**config.mk**
```make
export PLATFORM = sky130hd
export DESIGN_NAME = color_sequencer
export DESIGN_NICKNAME = d
export VERILOG_FILES = /design/src/rtl/color_sequencer_pkg.sv /design/src/rtl/color_sequencer_palette.sv /design/src/rtl/color_sequencer.sv
export SDC_FILE = /design/constraint.sdc
export NUM_CORES = 1
export LEC_CHECK = 0
export CAP_MARGIN = 5
export CORE_ASPECT_RATIO = 1.2
export CORE_UTILIZATION = 54
export CTS_CLUSTER_DIAMETER = 60
export CTS_CLUSTER_SIZE = 12
export DETAILED_ROUTE_END_ITERATION = 6
export DONT_BUFFER_PORTS = 1
export PLACE_DENSITY_LB_ADDON = 0.25
export SLEW_MARGIN = 20
export SYNTH_ARGS = -nofsm -noshare
export SYNTH_HDL_FRONTEND = slang
export SYNTH_HIERARCHICAL = 1
export SYNTH_SLANG_ARGS = --single-unit
```
**constraint.sdc**
```tcl
create_clock -name clock -period 1.7 [get_ports clock]
set_input_delay 0.085 -clock clock [delete_from_list [all_inputs] [get_ports clock]]
set_output_delay 0.085 -clock clock [all_outputs]
set_load 0.005 [all_outputs]
```
**src/rtl/color_sequencer_pkg.sv**
```systemverilog
// color_sequencer_pkg: mode encodings shared by the colour sequencer and its bench
package color_sequencer_pkg;
    typedef enum logic [1:0] {
        MODE_SOLID    = 2'd0,
        MODE_CYCLE    = 2'd1,
        MODE_BLINK    = 2'd2,
        MODE_PINGPONG = 2'd3
    } mode_e;
endpackage

```
**src/rtl/color_sequencer_palette.sv**
```systemverilog
// color_sequencer_palette: white-on-reset palette register file, one write port, write-through read
module color_sequencer_palette #(
    parameter int CHAN_W        = 4,
    parameter int PALETTE_DEPTH = 8,
    parameter int IDX_W         = 3
) (
    input  logic                clock,
    input  logic                reset_n,
    input  logic                we,
    input  logic [IDX_W-1:0]    waddr,
    input  logic [3*CHAN_W-1:0] wdata,
    input  logic [IDX_W-1:0]    raddr,
    output logic [3*CHAN_W-1:0] rdata
);
    logic [3*CHAN_W-1:0] pal_q [PALETTE_DEPTH];
    logic [3*CHAN_W-1:0] pal_d [PALETTE_DEPTH];
    logic [3*CHAN_W-1:0] mem_rd;
    // only in-range addresses match an entry, so out-of-range writes fall through untouched
    always_comb begin
        pal_d  = pal_q;
        mem_rd = '0;
        for (int i = 0; i < PALETTE_DEPTH; i++) begin
            if (we && waddr == IDX_W'(i)) pal_d[i] = wdata;
            if (raddr == IDX_W'(i)) mem_rd = pal_q[i];
        end
        rdata = (we && waddr == raddr) ? wdata : mem_rd;
    end
    // entries come out of reset as white
    always_ff @(posedge clock or negedge reset_n) begin
        if (!reset_n) pal_q <= '{default: '1};
        else          pal_q <= pal_d;
    end
endmodule

```
**src/rtl/color_sequencer.sv**
```systemverilog
// color_sequencer: maps the show bit to palette RGB, sequencing the palette index on FSM ticks
module color_sequencer
    import color_sequencer_pkg::*;
#(
    parameter int CHAN_W        = 4,
    parameter int PALETTE_DEPTH = 8,
    parameter int IDX_W         = 3
) (
    input  logic                clock,
    input  logic                reset_n,
    input  logic                fsm_tick,
    input  logic                show,
    input  logic [1:0]          mode,
    input  logic                hold,
    input  logic                pal_we,
    input  logic [IDX_W-1:0]    pal_addr,
    input  logic [3*CHAN_W-1:0] pal_data,
    output logic [CHAN_W-1:0]   red,
    output logic [CHAN_W-1:0]   green,
    output logic [CHAN_W-1:0]   blue,
    output logic [IDX_W-1:0]    cur_index
);
    localparam logic [IDX_W-1:0] LAST = IDX_W'(PALETTE_DEPTH - 1);
    mode_e               mode_q, mode_d;
    logic [IDX_W-1:0]    idx_q, idx_d;
    logic                dir_q, dir_d;
    logic                blink_q, blink_d;
    logic [3*CHAN_W-1:0] rgb_q, rgb_d;
    logic [3*CHAN_W-1:0] pal_rdata;
    logic                up_next;
    color_sequencer_palette #(
        .CHAN_W(CHAN_W),
        .PALETTE_DEPTH(PALETTE_DEPTH),
        .IDX_W(IDX_W)
    ) u_palette (
        .clock(clock),
        .reset_n(reset_n),
        .we(pal_we),
        .waddr(pal_addr),
        .wdata(pal_data),
        .raddr(idx_q),
        .rdata(pal_rdata)
    );
    // next sequence state; a mode change restarts the sequence and swallows any coincident tick
    always_comb begin
        mode_d  = mode_q;
        idx_d   = idx_q;
        dir_d   = dir_q;
        blink_d = blink_q;
        up_next = dir_q ? (idx_q == '0) : (idx_q != LAST);
        if (mode != mode_q) begin
            mode_d  = mode_e'(mode);
            idx_d   = '0;
            dir_d   = 1'b0;
            blink_d = 1'b0;
        end else if (fsm_tick && !hold) begin
            case (mode_q)
                MODE_CYCLE:    idx_d = (idx_q == LAST) ? '0 : idx_q + 1'b1;
                MODE_BLINK:    blink_d = ~blink_q;
                MODE_PINGPONG: begin
                    idx_d = (PALETTE_DEPTH == 1) ? '0 : up_next ? idx_q + 1'b1 : idx_q - 1'b1;
                    dir_d = ~up_next;
                end
                default:       idx_d = '0;
            endcase
        end
        rgb_d = (show && !(mode_q == MODE_BLINK && blink_q)) ? pal_rdata : '0;
    end
    // sequencer state and registered colour outputs
    always_ff @(posedge clock or negedge reset_n) begin
        if (!reset_n) begin
            mode_q  <= MODE_SOLID;
            idx_q   <= '0;
            dir_q   <= 1'b0;
            blink_q <= 1'b0;
            rgb_q   <= '0;
        end else begin
            mode_q  <= mode_d;
            idx_q   <= idx_d;
            dir_q   <= dir_d;
            blink_q <= blink_d;
            rgb_q   <= rgb_d;
        end
    end
    assign {red, green, blue} = rgb_q;
    assign cur_index          = idx_q;
endmodule
```
==> impl_metrics.json, run 1 <==
{
  "crit_slowest_cell": "dfrtp_2",
  "worstPathMaxFanout": 8,
  "clk_latency_ns": 0.40,
  "ys_seq_area_frac": 0.513,
  "layout_min_cycle_time_ns": 1.68,
  "syn-cell-area_um2": 5850,
  "drive_gt1_frac": 0.534,
  "dp.final_hpwl_um": 8090,
  "io_pins": 38,
  "ctsHoldBuffers": 14,
  "antenna_found_initial": 1,
  "cp-end-kind": "flip-flop",
  "synth_nets": 509,
  "fp.dieW_um": 97,
  "core_area_um2": 10500,
  "async_reset_ff_frac": 1.00,
  "grt_first_pass_wirelength_um": 21200,
  "rsz0062_at_grt": "yes",
  "yosysWarningCount": 6,
  "nets": 552,
  "grt_usage": 0.251,
  "first_iter_violations": 204,
  "hold_class": "input port to asynchronous set/reset pin",
  "cts-buffers-inserted": 17,
  "die_area_um2": 11300,
  "fin_ws_ns": 0.0198,
  "p_sw_frac": 0.229,
  "synthDistinctLibCells": 41,
  "slew_headroom": 0.759,
  "netlist_instances": 481,
  "areaGrowthSynthToFinish_pct": 19.7,
  "drv_cap": 0,
  "reg2reg_depth": 6,
  "worst_ep_required_time_ns": 1.99,
  "start_util": 0.556,
  "hold_slack_ns": -0.626,
  "fin_skew_ns": 0.00650,
  "via_count": 3991,
  "setup_viol": 0,
  "gr-total-overflow": 0,
  "ys_ff_latch": 115,
  "crit_type": "flip-flop to flip-flop",
  "crit_path_start_kind": "flip-flop",
  "finalWeightedCongestion": 0.745,
  "drc": 0,
  "regToRegStartpoint": "cur_index[0]",
  "crit_chain": "ha_2 -> ha_1 -> o211ai_1 -> nor3b_1 -> a21oi_1 -> o21ai_1",
  "grt_max_degree": 116,
  "synth-main-ff-cell": "dfstp_2",
  "crit_family": "compound AO/OA/AOI/OAI gates",
  "cts.path.max_buffers": 2,
  "synth_edf_count": 0,
  "p_int_w": 0.00622,
  "irDropWorstVdd_mv": 0.712,
  "cts_tree": "built",
  "leakagePower_nw": 2.64,
  "hold_viol": 115,
  "p_clk_frac": 0.385,
  "cts_root_buf": "clkbuf_16",
  "detailedRoute.firstPassIterationCount": 6,
  "htreeDepth": 4,
  "max_freq_ghz": 0.595,
  "postSynthAreaPerCell_um2": 12.2,
  "via_per_inst": 5.98,
  "slowest_delay_ns": 0.50,
  "grt_pass1_vias": 4201,
  "run_status": "finished with violations",
  "critPathArrivalTime_ns": 1.97,
  "period_share": 0.988,
  "clock_sinks": 115,
  "worst_slew_pin_slew_ns": 0.360,
  "power_density_nw_per_um2": 1150,
  "rrSetupSlack_ns": 0.02,
  "violations": "negative hold slack",
  "path_clk_slew_ns": 0.05,
  "portBuffers": 0,
  "drv_slew": 0,
  "comb_power_share": 0.125,
  "die_h_um": 116,
  "nFillCells": 751,
  "r2r-end": "cur_index[2]",
  "drt_wl_total_um": 13800,
  "wl_per_cell_um": 20.6,
  "ant_nets": 0,
  "rows": 41,
  "crit_buf_inv": 0,
  "dp_slack_ns": -0.0296,
  "seqPwrFrac": 0.490,
  "switching_power_w": 0.00185
}
power by group through the flow:
stage               Clock (W)  Sequential [W]  Combinational [W]
floorplan                   0         0.00387           0.000790
global placement            0         0.00394           0.000875
detailed placement          0         0.00398           0.000924
CTS                   0.00316         0.00394           0.000991
global route          0.00329         0.00402            0.00111
finish                0.00311         0.00395            0.00101
final cells by class:
| class | instances | area [um^2] | share of cell area |
|---|---|---|---|
| tap | 129 | 161 | 0.0231 |
| timing repair buffer | 56 | 638 | 0.0912 |
| inverter | 5 | 18.8 | 0.00268 |
| clock inverter | 5 | 27.5 | 0.00393 |
| antenna | 1 | 2.50 | 0.000358 |
| sequential | 115 | 3000 | 0.429 |
| clock buffer | 27 | 493 | 0.0704 |
| multi-input combinational | 329 | 2660 | 0.380 |
how the worst max path moves through the flow:
stage | endpoint | start | depth (start not counted)
final | cur_index[2] | cur_index[0] | 6
after global routing | cur_index[2] | cur_index[0] | 6
after CTS | rgb_q[1] | cur_index[1] | 5
after detailed placement | rgb_q[9] | cur_index[1] | 6
after global placement | cur_index[2] | cur_index[0] | 6
after floorplan | rgb_q[10] | cur_index[2] | 7
placed cells by master (no fill, tap or decap), types with 9 or more instances in the layout:
master and n:
buf_6 10, mux2i_1 28, o211ai_1 15, dlygate4sd3_1 14, clkbuf_16 21, dfrtp_1 17, a31oi_1 9, nand2_1 35
buf_4 22, mux2_2 92, a21oi_1 20, nor2_1 21, and2_1 12, dfstp_2 96, o21ai_0 14, nand2b_1 11
nor3_2 11
registers in the layout, summed over array words and instances (netlist names):
register,flops
blink_q,1
cur_index,3
u_palette/pal_q,96
rgb_q,12
dir_q,1
mode_q,2
metrics by stage:
stage          cell area, um^2   util  total power [W]  TNS (ns)  instances
6_report                  7000  0.666          0.00807         0        667
5_1_grt                   7000  0.666          0.00842    -0.325        667
4_1_cts                   6730  0.640          0.00809         0        654
3_5_place_dp              6070  0.577          0.00490   -0.0367        608
3_3_place_gp              6070  0.577          0.00482         0        608
2_1_floorplan             5850      -          0.00466         0        481
synthesized netlist by cell type (2+ instances only):
cell | count | share of area
a21oi_1 | 23 | 0.020
a31oi_1 | 9 | 0.0096
a32oi_1 | 3 | 0.0045
and2_1 | 12 | 0.013
and2b_1 | 2 | 0.0026
buf_2 | 8 | 0.0068
buf_4 | 9 | 0.012
buf_6 | 7 | 0.013
clkbuf_1 | 7 | 0.0045
dfrtp_1 | 19 | 0.081
dfstp_2 | 96 | 0.43
ha_1 | 5 | 0.011
inv_1 | 5 | 0.0032
mux2_2 | 92 | 0.18
mux2i_1 | 28 | 0.048
nand2_1 | 35 | 0.022
nand2b_1 | 12 | 0.013
nand3_1 | 3 | 0.0026
nand4_1 | 4 | 0.0043
nand4b_1 | 3 | 0.0045
nor2_1 | 22 | 0.014
nor2b_1 | 2 | 0.0021
nor3_2 | 11 | 0.019
nor3b_4 | 2 | 0.0064
o211ai_1 | 15 | 0.019
o21ai_0 | 18 | 0.015
o21ai_1 | 3 | 0.0026
o21bai_1 | 8 | 0.010
o22ai_1 | 2 | 0.0021
xnor2_1 | 5 | 0.0075
metal layers:
metal,vias up,track usage,wire length (um),part of all wire
li1,1813,-,-,-
met1,2052,0.299,5870,0.43
met2,107,0.425,6870,0.50
met3,19,0.0712,759,0.055
met4,0,0.118,254,0.018
met5,-,0,0,0
cell families (layout without fill, tap and decap cells):
| group | after synthesis | after routing | synth area share |
|---|---|---|---|
| flip-flops | 115 | 115 | 0.513 |
| other | 0 | 1 | 0 |
| XOR/XNOR | 5 | 5 | 0.00749 |
| multiplexers | 121 | 121 | 0.229 |
| AO/OA/AOI/OAI | 83 | 83 | 0.0875 |
| buffers and inverters | 37 | 93 | 0.0404 |
| AND/OR/NAND/NOR | 115 | 115 | 0.112 |
| adder cells (fa/ha/maj) | 5 | 5 | 0.0107 |
worst reg2reg max path, stage by stage, from the launching register on:
cell	delay, ns
dfrtp_2	0.50
ha_2	0.24
ha_1	0.21
o211ai_1	0.32
nor3b_1	0.09
a21oi_1	0.13
o21ai_1	0.08
repair_timing:
| action | 4_1_cts | 5_1_grt |
|---|---|---|
| endpoints found under the setup margin | 5 | 13 |
| cloned | 0 | 5 |
| endpoints found under the hold margin | 225 | 115 |
| pin swaps | 0 | 23 |
| resized for setup | 2 | 31 |
| setup buffers | 0 | 7 |
Power figures use the tool's default switching activity.
==> inputs of run 2 (changes only) <==
- CORE_MARGIN: default -> 3
- REMOVE_ABC_BUFFERS: default -> 1
==> impl_metrics.json, run 2 (synthesized netlist as in run 1, its figures left out) <==
{
  "run_status": "finished with violations",
  "violations": "negative hold slack, negative setup slack",
  "max_freq_ghz": 0.585,
  "irDropWorstVdd_mv": 0.626,
  "nets": 544,
  "setup_viol": 1,
  "gr-total-overflow": 0,
  "drc": 0,
  "cts.path.max_buffers": 2,
  "slowest_delay_ns": 0.44,
  "n_antenna_cell": 0,
  "finalWeightedCongestion": 0.806,
  "rsz0062_at_grt": "yes",
  "regToRegStartpoint": "cur_index[1]",
  "fp.dieW_um": 101,
  "die_area_um2": 12100,
  "hold_class": "input port to asynchronous set/reset pin",
  "critPathArrivalTime_ns": 2.06,
  "dp_slack_ns": -0.0376,
  "leakagePower_nw": 2.66,
  "cts_root_buf": "clkbuf_16",
  "wl_per_cell_um": 20.6,
  "areaGrowthSynthToFinish_pct": 20.2,
  "post-route-util": 0.665,
  "grt_max_degree": 116,
  "hold_viol": 115,
  "stdcell_count": 658,
  "core_area_um2": 10600,
  "hold_slack_ns": -0.626,
  "crit_top_cell": "buf_6",
  "crit_type": "flip-flop to flip-flop",
  "grt_first_pass_wirelength_um": 21200,
  "worstPathMaxFanout": 5,
  "drive_gt1_frac": 0.531,
  "layout_min_cycle_time_ns": 1.71,
  "dpl_cell_area_um2": 6050,
  "grt_pass1_vias": 4043,
  "drv_cap": 0,
  "design_area_um2": 7030,
  "multi_input_area_um2": 2650,
  "p_total_w": 0.00878,
  "worst_slew_pin_slew_ns": 0.382,
  "dp.final_hpwl_um": 7770,
  "fin_skew_ns": 0.00560,
  "nFillCells": 750,
  "post-place-cells": 604,
  "grt_usage": 0.231,
  "first_iter_violations": 233,
  "htreeDepth": 4,
  "ant_nets": 0,
  "ctsHoldBuffers": 14,
  "drt_wl_total_um": 13500,
  "r2r-end": "rgb_q[11]",
  "register_area_um2": 3000,
  "slew_headroom": 0.745,
  "start_util": 0.553,
  "cts-buffers-inserted": 17,
  "period_share": 1.01,
  "die_h_um": 120,
  "final_common_cell": "dfstp_2",
  "fin_ws_ns": -0.00919,
  "crit_path_start_kind": "flip-flop",
  "via_count": 3893,
  "antenna_found_initial": 0,
  "clock_sinks": 115,
  "portBuffers": 0,
  "max_flop_register": "u_palette/pal_q",
  "cts_tree": "built",
  "largest_reg_flops": 96,
  "io_pins": 38,
  "worst_ep_required_time_ns": 2.05,
  "most-common-layout-cells": "96 x dfstp_2, 92 x mux2_2, 34 x nand2_1",
  "rows": 41,
  "drv_slew": 0,
  "power_density_nw_per_um2": 1250,
  "clk_latency_ns": 0.41,
  "via_per_inst": 5.92,
  "reg2reg_depth": 8,
  "cp-end-kind": "flip-flop",
  "crit_slowest_cell": "dfrtp_2",
  "path_clk_slew_ns": 0.05,
  "rrSetupSlack_ns": -0.009,
  "detailedRoute.firstPassIterationCount": 4,
  "crit_chain": "buf_6 -> buf_6 -> clkbuf_16 -> a21oi_1 -> nor3_2 -> o211ai_1 -> a31oi_1 -> and2_1"
}
## run 2: through the flow
step	hold WS, ns	TNS, ns
final	-0.626	-0.00919
after floorplan	-0.211	-15.37
after global routing	-0.648	-0.300
after detailed placement	-0.206	-0.192
after global placement	-0.206	0
after CTS	-0.644	0
## run 2: cell type report
class,count,share of cell area
multi-input combinational,329,0.378
inverter,5,0.00303
clock inverter,8,0.0208
timing repair buffer,48,0.0769
clock buffer,24,0.0714
sequential,115,0.427
tap,129,0.0230
## run 2: timing repair
item,4_1_cts,5_1_grt
pin swaps,0,15
gates cloned,0,3
setup endpoints to repair,8,12
setup buffers,2,3
gates resized for setup,1,24
hold endpoints to repair,226,115
## run 2: worst max path at each step
stage / from / to
2_1_floorplan: cur_index[1] / rgb_q[10]
3_3_place_gp: cur_index[0] / rgb_q[11]
3_5_place_dp: cur_index[0] / rgb_q[4]
4_1_cts: cur_index[1] / rgb_q[7]
5_1_grt: cur_index[1] / rgb_q[11]
6_report: cur_index[1] / rgb_q[11]
## run 2: per-layer routing
metal / vias to the layer above / wire [um] / track usage
met2: 90 / 7060 / 0.384
met3: 24 / 565 / 0.0564
met1: 1986 / 5660 / 0.284
li1: 1793 / - / -
met4: 0 / 257 / 0.0948
met5: - / 0 / 0
## run 2: critical path: cells and delay by family, from the launching register on
| family | cells | cell delay [ns] |
|---|---|---|
| AO/OA/AOI/OAI | 3 | 0.42 |
| buffers and inverters | 3 | 0.41 |
| flip-flops | 1 | 0.44 |
| AND/OR/NAND/NOR | 2 | 0.38 |
## run 2: power by group
part | total, W | internal, W | switching, W
Clock | 0.00384 | 0.00264 | 0.00120
Combinational | 0.000978 | 0.000592 | 0.000386
Sequential | 0.00396 | 0.00365 | 0.000308
==> inputs of run 3 (changes only) <==
- TNS_END_PERCENT: default -> 30
==> impl_metrics.json, run 3 (synthesized netlist as in run 1, its figures left out) <==
{
  "gr-total-overflow": 0,
  "max_flop_register": "u_palette/pal_q",
  "io_pins": 38,
  "start_util": 0.553,
  "reg2reg_depth": 7,
  "power_density_nw_per_um2": 1260,
  "drc": 0,
  "seqPwrFrac": 0.450,
  "die_h_um": 120,
  "period_share": 1.01,
  "ant_nets": 0,
  "wl_per_cell_um": 20.4,
  "post-route-util": 0.659,
  "via_per_inst": 5.96,
  "worstPathMaxFanout": 12,
  "critPathArrivalTime_ns": 2.01,
  "rows": 41,
  "switching_power_w": 0.00189,
  "r2r-end": "rgb_q[11]",
  "dp.final_hpwl_um": 7770,
  "fp.dieW_um": 101,
  "die_area_um2": 12100,
  "run_status": "finished with violations",
  "layout_min_cycle_time_ns": 1.72,
  "cts.path.max_buffers": 2,
  "fin_skew_ns": 0.00572,
  "drv_slew": 0,
  "n_antenna_cell": 0,
  "p_clk_frac": 0.438,
  "via_count": 3915,
  "most-common-layout-cells": "96 x dfstp_2, 92 x mux2_2, 35 x nand2_1",
  "core_area_um2": 10600,
  "grt_max_degree": 116,
  "ctsHoldBuffers": 14,
  "clock_sinks": 115,
  "leakagePower_nw": 2.64,
  "grt_first_pass_wirelength_um": 21100,
  "rsz0062_at_grt": "yes",
  "portBuffers": 0,
  "fin_ws_ns": -0.0158,
  "slew_headroom": 0.748,
  "drv_cap": 0,
  "cts-buffers-inserted": 17,
  "detailedRoute.firstPassIterationCount": 4,
  "nFillCells": 757,
  "p_total_w": 0.00878,
  "setup_viol": 1,
  "finalWeightedCongestion": 0.806,
  "hold_viol": 115,
  "antenna_found_initial": 0,
  "comb_power_share": 0.112,
  "irDropWorstVdd_mv": 0.619,
  "p_sw_frac": 0.215,
  "p_int_w": 0.00689,
  "dp_slack_ns": -0.0376,
  "grt_usage": 0.230,
  "cts_tree": "built",
  "hold_slack_ns": -0.622,
  "final_common_cell": "dfstp_2",
  "post-place-cells": 604,
  "largest_reg_flops": 96,
  "crit_type": "flip-flop to flip-flop",
  "worst_ep_required_time_ns": 2.00,
  "regToRegStartpoint": "cur_index[1]",
  "first_iter_violations": 206,
  "htreeDepth": 4,
  "crit_path_start_kind": "flip-flop",
  "clk_latency_ns": 0.41,
  "rrSetupSlack_ns": -0.02,
  "max_freq_ghz": 0.583,
  "grt_pass1_vias": 4034,
  "path_clk_slew_ns": 0.05,
  "worst_slew_pin_slew_ns": 0.378,
  "hold_class": "input port to asynchronous set/reset pin",
  "drt_wl_total_um": 13400,
  "stdcell_count": 657,
  "cts_root_buf": "clkbuf_16",
  "drive_gt1_frac": 0.527,
  "areaGrowthSynthToFinish_pct": 19.0,
  "violations": "negative hold slack, negative setup slack",
  "cp-end-kind": "flip-flop",
  "nets": 543
}
==> run 3: cell type report <==
cell class                 count  area (um^2)  share of cell area
clock buffer                  24          502              0.0721
inverter                       5         18.8             0.00270
sequential                   115         3000               0.431
timing repair buffer          47          499              0.0717
clock inverter                 8          146              0.0210
tap                          129          161              0.0232
multi-input combinational    329         2630               0.378
==> run 3: layer usage <==
layer | up-vias | GRT usage | wire [um]
met5 | - | 0 | 0
met4 | 0 | 0.0948 | 167
met3 | 14 | 0.0564 | 524
met2 | 81 | 0.383 | 7110
met1 | 2027 | 0.283 | 5600
li1 | 1793 | - | -
==> run 3: worst max-delay path by stage <==
stage | slack (ns) | depth (start not counted) | from | endpoint
after floorplan | -1.07 | 5 | cur_index[1] | rgb_q[10]
after global placement | 0.04 | 7 | cur_index[0] | rgb_q[11]
after detailed placement | -0.04 | 7 | cur_index[0] | rgb_q[4]
after CTS | -0.01 | 6 | cur_index[1] | rgb_q[7]
after global routing | -0.07 | 7 | cur_index[1] | rgb_q[11]
final | -0.02 | 7 | cur_index[1] | rgb_q[11]
==> run 3: worst max-delay path, stage by stage (launching register included) <==
cell and delay, ns:
dfrtp_2 0.48, buf_12 0.19, buf_6 0.14, mux2i_2 0.23, o21ai_1 0.12, o21bai_1 0.18
a31oi_1 0.11, and2_1 0.14
==> run 3: timing repair <==
| item | 4_1_cts | 5_1_grt |
|---|---|---|
| buffers inserted | 0 | 6 |
| gates resized for setup | 2 | 14 |
| endpoints found under the setup margin | 8 | 13 |
| cloned | 0 | 1 |
| hold endpoints to repair | 226 | 115 |
| pin swaps | 0 | 2 |
==> run 3: stage by stage <==
step | instance area [um^2] | TNS, ns
final | 6960 | -0.0158
after global routing | 6960 | -0.214
after CTS | 6850 | -0.0143
after detailed placement | 6050 | -0.192
after global placement | 6050 | 0
after floorplan | 5630 | -15.37
==> run 3: power by group through the flow <==
stage | logic [W] | clock network, W | registers [W]
after global placement | 0.000866 | 0 | 0.00395
final | 0.000986 | 0.00384 | 0.00395
after floorplan | 0.000757 | 0 | 0.00388
after detailed placement | 0.000910 | 0 | 0.00397
after CTS | 0.000978 | 0.00390 | 0.00394
after global routing | 0.00109 | 0.00404 | 0.00401
